--- config.mk ---
export PLATFORM = sky130hd
export DESIGN_NAME = lsu_mem_initiator
export DESIGN_NICKNAME = d
export VERILOG_FILES = /design/src/rtl/lsu_mem_initiator.sv
export SDC_FILE = /design/constraint.sdc
export NUM_CORES = 1
export LEC_CHECK = 0
export ABC_AREA = 1
export BUFFER_PORTS_ARGS = -buffer_cell sky130_fd_sc_hd__buf_2
export CAP_MARGIN = 10
export CORE_ASPECT_RATIO = 1.5
export CORE_MARGIN = 10
export CORE_UTILIZATION = 54
export CTS_BUF_LIST = sky130_fd_sc_hd__clkbuf_16
export CTS_CLUSTER_DIAMETER = 40
export DETAILED_ROUTE_END_ITERATION = 10
export PLACE_DENSITY = 0.86
export RECOVER_POWER = 100
export SLEW_MARGIN = 10
export SYNTH_ARGS = -nofsm -noshare
export SYNTH_HDL_FRONTEND = slang
export SYNTH_SLANG_ARGS = --single-unit
--- constraint.sdc ---
create_clock -name clk -period 5.4 [get_ports clk]
set_clock_uncertainty 0.2 [all_clocks]
set_input_delay 0.54 -clock clk [delete_from_list [all_inputs] [get_ports clk]]
set_output_delay 0.54 -clock clk [all_outputs]
set_load 0.05 [all_outputs]
--- src/rtl/lsu_mem_initiator.sv ---
// lsu_mem_initiator: load/store unit driving Data_memory as its initiator
//
// Accepts one load/store at a time (valid/ready), checks size, alignment and
// range, performs the Data_memory access and returns a one-cycle response.
//
// Ports:
//   clk, resetn          clock (rising edge), asynchronous active-low reset
//   req_valid/req_ready  request handshake; ready only while IDLE
//   req_write            1 = store, 0 = load
//   req_size             00 word, 01 half, 10 byte, 11 illegal
//   req_unsigned         loads: 1 = zero-extend, 0 = sign-extend
//   req_addr, req_wdata  byte address, right-justified store data
//   resp_valid           one-cycle response pulse (no backpressure)
//   resp_rdata           extended load data; 0 for stores and faults
//   resp_fault           illegal size, misaligned or out of range
//   mem_*                Data_memory memwrite/addr/store_type/load_type/wdata
//   mem_rdata_word       combinational read of the aligned word at mem_addr
//
// Optional feature: define LSU_MISALIGN_SPLIT_EN to serve misaligned loads
// that cross a word boundary with two reads (ACCESS then ACCESS2).
module lsu_mem_initiator #(
    parameter int ADDR_WIDTH = 32,
    parameter int MEM_BYTES  = 1024
) (
    input  logic                  clk,
    input  logic                  resetn,
    input  logic                  req_valid,
    output logic                  req_ready,
    input  logic                  req_write,
    input  logic [1:0]            req_size,
    input  logic                  req_unsigned,
    input  logic [ADDR_WIDTH-1:0] req_addr,
    input  logic [31:0]           req_wdata,
    output logic                  resp_valid,
    output logic [31:0]           resp_rdata,
    output logic                  resp_fault,
    output logic                  mem_memwrite,
    output logic [ADDR_WIDTH-1:0] mem_addr,
    output logic [1:0]            mem_store_type,
    output logic [1:0]            mem_load_type,
    output logic [31:0]           mem_wdata,
    input  logic [31:0]           mem_rdata_word
);
    localparam logic [1:0] IDLE = 2'd0, ACCESS = 2'd1, RESP = 2'd2;
`ifdef LSU_MISALIGN_SPLIT_EN
    localparam logic [1:0] ACCESS2 = 2'd3;
`endif
    localparam logic [ADDR_WIDTH:0] LIMIT = (ADDR_WIDTH+1)'(MEM_BYTES);

    logic [1:0]            state;
    logic                  r_write, r_unsigned;
    logic [1:0]            r_off;
    logic [1:0]            off;
    logic [ADDR_WIDTH:0]   last_byte;
    logic                  misaligned, fault;
    logic [31:0]           load_word, load_ext;

    assign off        = req_addr[1:0];
    // One extra bit so addresses near the top of the space cannot wrap past the check
    assign last_byte  = {1'b0, req_addr} + (ADDR_WIDTH+1)'(req_size == 2'b00 ? 3 : req_size == 2'b01 ? 1 : 0);
    assign misaligned = req_size == 2'b00 ? off != 2'b00 : req_size == 2'b01 ? off[0] : 1'b0;

`ifdef LSU_MISALIGN_SPLIT_EN
    logic        need_split, r_split;
    logic [31:0] first_word;
    // Misaligned loads are served; only stores still fault on alignment
    assign fault      = req_size == 2'b11 || (misaligned && req_write) || last_byte >= LIMIT;
    // Half at offset 1 stays inside one word, so it needs no second read
    assign need_split = !req_write && (req_size == 2'b00 ? off != 2'b00 : req_size == 2'b01 && off == 2'b11);
    assign load_word  = state == ACCESS2 ? 32'({mem_rdata_word, first_word} >> {r_off, 3'b000})
                                         : mem_rdata_word >> {r_off, 3'b000};
`else
    assign fault      = req_size == 2'b11 || misaligned || last_byte >= LIMIT;
    assign load_word  = mem_rdata_word >> {r_off, 3'b000};
`endif

    // mem_store_type doubles as the captured access size
    assign load_ext = mem_store_type == 2'b10 ? {{24{!r_unsigned && load_word[7]}}, load_word[7:0]}
                    : mem_store_type == 2'b01 ? {{16{!r_unsigned && load_word[15]}}, load_word[15:0]}
                    : load_word;

    assign req_ready     = state == IDLE;
    assign resp_valid    = state == RESP;
    assign mem_memwrite  = state == ACCESS && r_write;
    assign mem_load_type = 2'b00;

    always_ff @(posedge clk or negedge resetn) begin
        if (!resetn) begin
            state          <= IDLE;
            r_write        <= 1'b0;
            r_unsigned     <= 1'b0;
            r_off          <= 2'b00;
            mem_addr       <= '0;
            mem_store_type <= 2'b00;
            mem_wdata      <= '0;
            resp_rdata     <= '0;
            resp_fault     <= 1'b0;
`ifdef LSU_MISALIGN_SPLIT_EN
            r_split        <= 1'b0;
            first_word     <= '0;
`endif
        end else begin
            case (state)
                IDLE: if (req_valid) begin
                    if (fault) begin
                        state      <= RESP;
                        resp_fault <= 1'b1;
                        resp_rdata <= '0;
                    end else begin
                        state          <= ACCESS;
                        r_write        <= req_write;
                        r_unsigned     <= req_unsigned;
                        r_off          <= off;
                        mem_store_type <= req_size;
                        mem_wdata      <= req_wdata;
                        mem_addr       <= req_write ? req_addr : req_addr & ~ADDR_WIDTH'(3);
`ifdef LSU_MISALIGN_SPLIT_EN
                        r_split        <= need_split;
`endif
                    end
                end
                ACCESS: begin
`ifdef LSU_MISALIGN_SPLIT_EN
                    first_word <= mem_rdata_word;
                    if (r_split) mem_addr <= mem_addr + ADDR_WIDTH'(4);
                    state      <= r_split ? ACCESS2 : RESP;
`else
                    state      <= RESP;
`endif
                    resp_rdata <= r_write ? '0 : load_ext;
                    resp_fault <= 1'b0;
                end
`ifdef LSU_MISALIGN_SPLIT_EN
                ACCESS2: begin
                    state      <= RESP;
                    resp_rdata <= load_ext;
                end
`endif
                default: begin
                    state      <= IDLE;
                    resp_rdata <= '0;
                    resp_fault <= 1'b0;
                end
            endcase
        end
    end
endmodule

==> impl_results.md, run 1 <==
* Final TNS setup at 0 ns
* Grt ovf at 0
* Initial antenna violation count at 2
* Die footprint at 0.01513 mm2
* First-pass GRT wire length at 29,480 um
* Sw Pwr at 0.4003 mW
* CTS tree: done
* Vias/cell at 5.083
* Die Ht at 145.7 um
* Largest net degree at the start of global routing at 76
* Max-Cap Viols at 1
* Root Buffer: clkbuf_16
* Clock power share at 0.396
* Nets at 1,108
* Yosys cell types at 31
* Worst min-delay path class: input pin to flop
* Initial Utilization at 0.5583
* Count of final setup violators at 0
* Logic pwr share at 0.097
* YS warnings at 0
* P&R area growth vs syn at 20.43%
* Critical path arrival at 4.33 ns
* Fin crit share at 0.7890
* Filler instances at 1,024
* Row count at 45
* Power density over the cells at 226.7 mW/mm2
* Status: complete, but fails checks
* CP endpoint kind: flop
* Reg power frac at 0.507
* Global Route Usage Sum at 0.2389
* Share of the synthesized area in the top cell type at 0.4618
* Number of H-tree levels at 3
* Fmax at 0.2347 GHz
* Maximum vdd drop at 0.1442 mV
* Reg2Reg Setup Slack at 1.63 ns
* RSZ-0062 raised after global routing: false
* Crit start category: input pin
* Detailed-route DRC error count at 0
* Clk slew on worst S/H paths at 0.07 ns
* CP max FO at 75
* Via count at 5,851
* Setup bufs post-CTS at 0
* IO Pins at 207
* Detailed Place HPWL at 14,760 um
* Vias in the first global route at 5,724
* Layout cells sized above 1 at 0.1319
* Routed Wire Length at 18,720 um
* WL/cell at 16.27 um
* Hold Fails Final Rpt at 0
* Post-Syn Area at 0.005689 mm2
* Final Instance Area at 0.006852 mm2
* Die W at 103.8 um
* Syn avg cell area at 6.998 um2
* Crit path kind: input pin to flop
* 1st-iter DRT viols at 354
* Post-synth top area cell: dfrtp_1
* Tightest Pin Transition at 3.065 ns
* Synth area leaders: dfrtp_1 (46%), nand2_1 (26%), inv_1 (5.0%), nor2_1 (4.6%), o21ai_0 (3.2%)
* Detail Route Antenna Nets at 0
* Req. time, crit path at 5.47 ns
* DRT Pass-1 Iters at 5
* # resized after CTS at 0
* Post-Syn Instances at 813
* FF+latch count, synth at 105
* CTS Buffer Depth at 2
* Fin crit period at 4.261 ns
* Gpl congestion at 1.021
* Hold Slack at 0.1852 ns
* Sw Share at 0.2577
* LEAKAGE at 3.927 nW
* Core box area at 0.01019 mm2
* Slew Limit Fails at 59
* Clk_lat worst skew at 0.34 ns
* Post-DP Area at 0.006719 mm2
* Hold buffers post-CTS at 0
* Int Pwr at 1.153 mW
* Clk sink count at 105
* Post-synthesis sequential area ratio at 0.4618
* Num CTS Buffers at 9
* Failing checks: max-capacitance violations, max-slew violations
* Worst slew margin at -1.043
* Total power at 1.553 mW
* PortBufs at 204
-- cells by family after synthesis --
kind of cell / Yosys count / share of synthesized area
multiplexers: 1 / 0.001759
AND/OR/NAND/NOR: 530 / 0.3761
buffers and inverters: 111 / 0.08797
AO/OA/AOI/OAI: 60 / 0.06268
flip-flops: 105 / 0.4618
XOR/XNOR: 3 / 0.004619
adder cells (fa/ha/maj): 2 / 0.004398
other: 1 / 0.0006591
-- critical path: stages --
cell	delay (ns)
clkbuf_1	0.11
nor2_1	0.18
nand2_1	0.14
inv_1	0.10
nor2_1	0.04
ha_1	0.19
inv_1	0.07
nand2_1	0.16
nand2_1	0.17
inv_1	0.07
nand3_1	0.08
nand2_1	0.07
nor3_1	0.22
nand3_1	0.10
nor2_1	0.20
nand3_2	0.08
buf_4	0.37
inv_1	1.09
nand2_1	0.20
nand2_1	0.12
-- routing by layer --
metal	track usage	share of wire	wire, um	vias to the layer above
met5	0	0	0	-
met4	0.1180	0.042	784	0
met3	0.04427	0.056	1048	54
met2	0.4312	0.53	9921	228
met1	0.2599	0.37	6967	2682
li1	-	-	-	2887
-- worst paths after layout --
path                               start             end  cells past startpoint
setup / recovery             req_size[1]        r_off[1]                     20
hold / removal             req_wdata[20]   mem_wdata[20]                      3
setup reg to reg                r_off[1]  resp_rdata[30]                      7
hold reg to reg             mem_addr[26]    mem_addr[26]                      2
max in group asynchronous         resetn    mem_wdata[6]                      2
min in group asynchronous         resetn    mem_addr[21]                      1
-- cell usage in the layout (no fill, tap or decap), types with 4 or more instances in the layout --
| cell | count |
|---|---|
| nand3_1 | 32 |
| o221ai_1 | 7 |
| dfrtp_1 | 105 |
| a21oi_1 | 4 |
| buf_2 | 100 |
| clkbuf_1 | 104 |
| nor3_1 | 8 |
| nand2_1 | 392 |
| nor2_2 | 6 |
| inv_1 | 78 |
| nor2_1 | 71 |
| o211ai_1 | 7 |
| nand4_1 | 9 |
| nand3b_1 | 5 |
| clkbuf_16 | 9 |
| o21ai_0 | 36 |
-- cell type report --
cell class / instances / area, um2 / area share
Antenna cell: 2 / 5.005 / 0.0007305
Timing Repair Buffer: 206 / 903.4 / 0.1318
Multi-Input combinational cell: 598 / 2550 / 0.3722
Inverter: 83 / 311.5 / 0.04547
Clock buffer: 9 / 225.2 / 0.03287
Tap cell: 141 / 176.4 / 0.02575
Sequential cell: 105 / 2628 / 0.3835
Clock inverter: 7 / 52.55 / 0.007670
-- metrics by stage --
stage	setup WS, ns	util	cells
finish	1.139	0.6723	1151
global route	0.6335	0.6723	1151
CTS	1.658	0.6866	1149
detailed placement	1.477	0.6593	1133
global placement	1.523	0.6593	1133
floorplan	2.636	-	814
-- flip-flops by register name, summed over array words and instances, names as in the netlist --
name,flops
mem_store_type,2
mem_addr,32
state,2
r_unsigned,1
resp_rdata,32
resp_fault,1
mem_wdata,32
r_write,1
r_off,2
-- Yosys cell counts (all sizes together) --
cell,n
a21oi,4
buf,19
clkbuf,9
clkinv,2
conb,1
dfrtp,105
ha,2
inv,81
mux2i,1
nand2,394
nand3,35
nand3b,5
nand4,9
nor2,77
nor3,8
o211ai,7
o21ai,37
o21bai,3
o221ai,7
o31ai,2
or2,2
xor2,3
-- power by group through the flow --
| stage | sequential [mW] | clock, mW | combinational [mW] |
|---|---|---|---|
| after floorplan | 0.806 | 0 | 0.0660 |
| after global placement | 0.803 | 0 | 0.151 |
| after detailed placement | 0.803 | 0 | 0.151 |
| after CTS | 0.788 | 0.623 | 0.152 |
| after global routing | 0.788 | 0.660 | 0.168 |
| final | 0.788 | 0.615 | 0.151 |
Note: power is estimated with default switching activity, not from simulation.
==> run 2, diff against run 1 <==
- CORE_UTILIZATION: 54 -> 45
- PLACE_DENSITY: 0.86 -> 0.77
- clock period: 5.4 -> 3.48 ns (I/O delays scaled with it)
==> impl_results.md, run 2 (synthesized netlist as in run 1, its figures left out) <==
* Vias in the first global route at 5,921 (+3.4%)
* Req. time, crit path at 3.49 ns (-1.98 ns)
* Worst slew margin at -0.04196 (+1.001)
* Detailed Place HPWL at 14,760 um (about the same)
* Fin cells at 1,199 (+4.2%)
* Vias/cell at 4.988 (-1.9%)
* CP endpoint kind: flop
* Hold path depth at 3 (unchanged)
* Hold Fails Final Rpt at 0 (unchanged)
* CTS tree: done
* Final TNS setup at 0 ns (unchanged)
* Row count at 50 (+11%)
* Status: complete, but fails checks
* Crit path kind: input pin to flop
* Inst Count DP at 1,156 (+2.0%)
* WL/cell at 15.79 um (-2.9%)
* P&R area growth vs syn at 26.63%
* Hold buffers post-CTS at 23 (+23)
* Setup bufs post-CTS at 0 (unchanged)
* Initial antenna violation count at 2 (unchanged)
* Count of final setup violators at 0 (unchanged)
* Tightest Pin Transition at 1.563 ns (-1.502 ns)
* Clk sink count at 105 (unchanged)
* Number of H-tree levels at 3 (unchanged)
* Sw Pwr at 0.6371 mW (+59%)
* Core box area at 0.01245 mm2 (+22%)
* RSZ-0062 raised after global routing: false
* Layout cells sized above 1 at 0.1405 (+0.008575)
* Critical-path cell list: clkbuf_1 > nor2_1 > nand2_2 > inv_1 > nor2_1 > ha_1 > inv_1 > nand2_4 > nand3_1 > inv_1 > nand2_1 > nand2_1 > nand2_1 > nand3_1 > nor2_1 > nand3_1 > nor2_1 > nand3_2 > buf_4 > nand2_1 > o21ai_0
* Reg2reg path depth at 10 (+3)
* IO Pins at 207 (unchanged)
* Reg power frac at 0.499 (-0.008)
* LEAKAGE at 4.079 nW (+3.9%)
* Slew Limit Fails at 61 (+3.4%)
* Sequential Area at 0.002628 mm2 (unchanged)
* Reg2reg end: resp_rdata[23]
* Worst min-delay path class: input pin to flop
* Clock power share at 0.395 (about the same)
* Num CTS Buffers at 9 (unchanged)
* Reg2Reg Setup Slack at 0.91 ns (-0.72 ns)
* Crit start category: input pin
* Total power at 2.449 mW (+58%)
* Filler instances at 1,276 (+25%)
* Hold_sp: req_wdata[4]
* Worst reg2reg startpoint: r_off[1]
* Initial Utilization at 0.4570 (-0.1013)
* # resized after CTS at 0 (unchanged)
* Max-Cap Viols at 1 (unchanged)
* Worst path max stage delay at 0.28 ns (-0.81 ns)
* Sw Share at 0.2601 (+0.002357)
* Nets at 1,139 (+2.8%)
* Logic pwr share at 0.106 (+0.009)
* Largest regs: mem_addr x32, mem_wdata x32, resp_rdata x32
* 1st-iter DRT viols at 401 (+13%)
* Area of the multi-input gates at 0.002560 mm2 (+0.39%)
* Clk_lat worst skew at 0.34 ns (about the same)
* Failing checks: max-capacitance violations, max-slew violations
* Most frequent cells in the layout: nand2_1 (390), dfrtp_1 (105), clkbuf_1 (103), buf_2 (100), inv_1 (77)
* Routed Wire Length at 18,930 um (+1.1%)
* PortBufs at 204 (unchanged)
* Most common cell after layout, fill and taps aside: nand2_1
* Root Buffer: clkbuf_16
* Int Pwr at 1.812 mW (+57%)
* CP max FO at 43 (-43%)
* Largest net degree at the start of global routing at 62 (-18%)
* Detail Route Antenna Nets at 0 (unchanged)
* Via count at 5,981 (+2.2%)
* Detailed-route DRC error count at 0 (unchanged)
* Clk slew on worst S/H paths at 0.08 ns (about the same)
* Die Ht at 157.7 um (+8.2%)
* First-pass GRT wire length at 29,550 um (+0.21%)
* Critical Path Slowest Stage Cell: buf_4
* Die footprint at 0.01763 mm2 (+17%)
* Power density over the cells at 340.0 mW/mm2 (+50%)
* Critical path arrival at 2.83 ns (-1.50 ns)
* Grt ovf at 0 (unchanged)
* CTS Buffer Depth at 2 (unchanged)
* Fmax at 0.3541 GHz
* Fin crit period at 2.824 ns
* Die W at 111.8 um (+7.7%)
* Hold Path End: mem_wdata[4]
* Fin crit share at 0.8116
* Gpl congestion at 0.9706 (-5.0%)
* DRT Pass-1 Iters at 5 (unchanged)
* Global Route Usage Sum at 0.2063 (-0.03258)
* Maximum vdd drop at 0.2270 mV (+57%)
## run 2: worst max-delay path: cells and delay by family
kind            cells  cell delay, ns
fa+ha+maj           1            0.19
simple gates       14            1.52
buf+inv             5            0.67
compound gates      1            0.08
## run 2: cell type report
class,instances,area share
Antenna cell,4,0.001389
Tap cell,156,0.02709
Multi-Input combinational cell,598,0.3553
Clock buffer,9,0.03126
Inverter,83,0.04324
Clock inverter,7,0.007294
Timing Repair Buffer,237,0.1697
Sequential cell,105,0.3647
## run 2: routing by layer
layer / GRT usage / part of all wire
met1: 0.2129 / 0.37
met2: 0.3628 / 0.51
met3: 0.05227 / 0.068
met4: 0.1357 / 0.056
met5: 0 / 0
## run 2: worst max-delay path by stage
stage / slack [ns] / start / to / depth (start not counted)
4_1_cts: 0.76 / req_size[1] / r_off[0] / 21
6_report: 0.66 / req_size[1] / mem_addr[10] / 21
3_5_place_dp: 0.39 / req_size[1] / r_off[0] / 21
3_3_place_gp: 0.48 / req_size[1] / mem_addr[10] / 21
2_1_floorplan: 0.91 / req_size[1] / mem_addr[21] / 19
5_1_grt: 0.23 / req_size[1] / mem_addr[10] / 18
## run 2: per-stage QoR
step	setup slack (ns)	cell area (um2)	utilization	hold slack (ns)
after floorplan	0.9082	5693	-	-0.1476
after global placement	0.4840	6823	0.5480	0.2451
after detailed placement	0.3940	6823	0.5480	0.2467
after CTS	0.7639	7331	0.5888	0.0007863
after global routing	0.2315	7199	0.5783	0.0001931
final	0.6556	7204	0.5787	0.006392
## run 2: power groups by stage
stage | combinational, mW | sequential [mW] | clock (mW)
floorplan | 0.102 | 1.25 | 0
global placement | 0.239 | 1.25 | 0
detailed placement | 0.239 | 1.25 | 0
CTS | 0.260 | 1.22 | 0.992
global route | 0.290 | 1.22 | 1.03
finish | 0.260 | 1.22 | 0.967
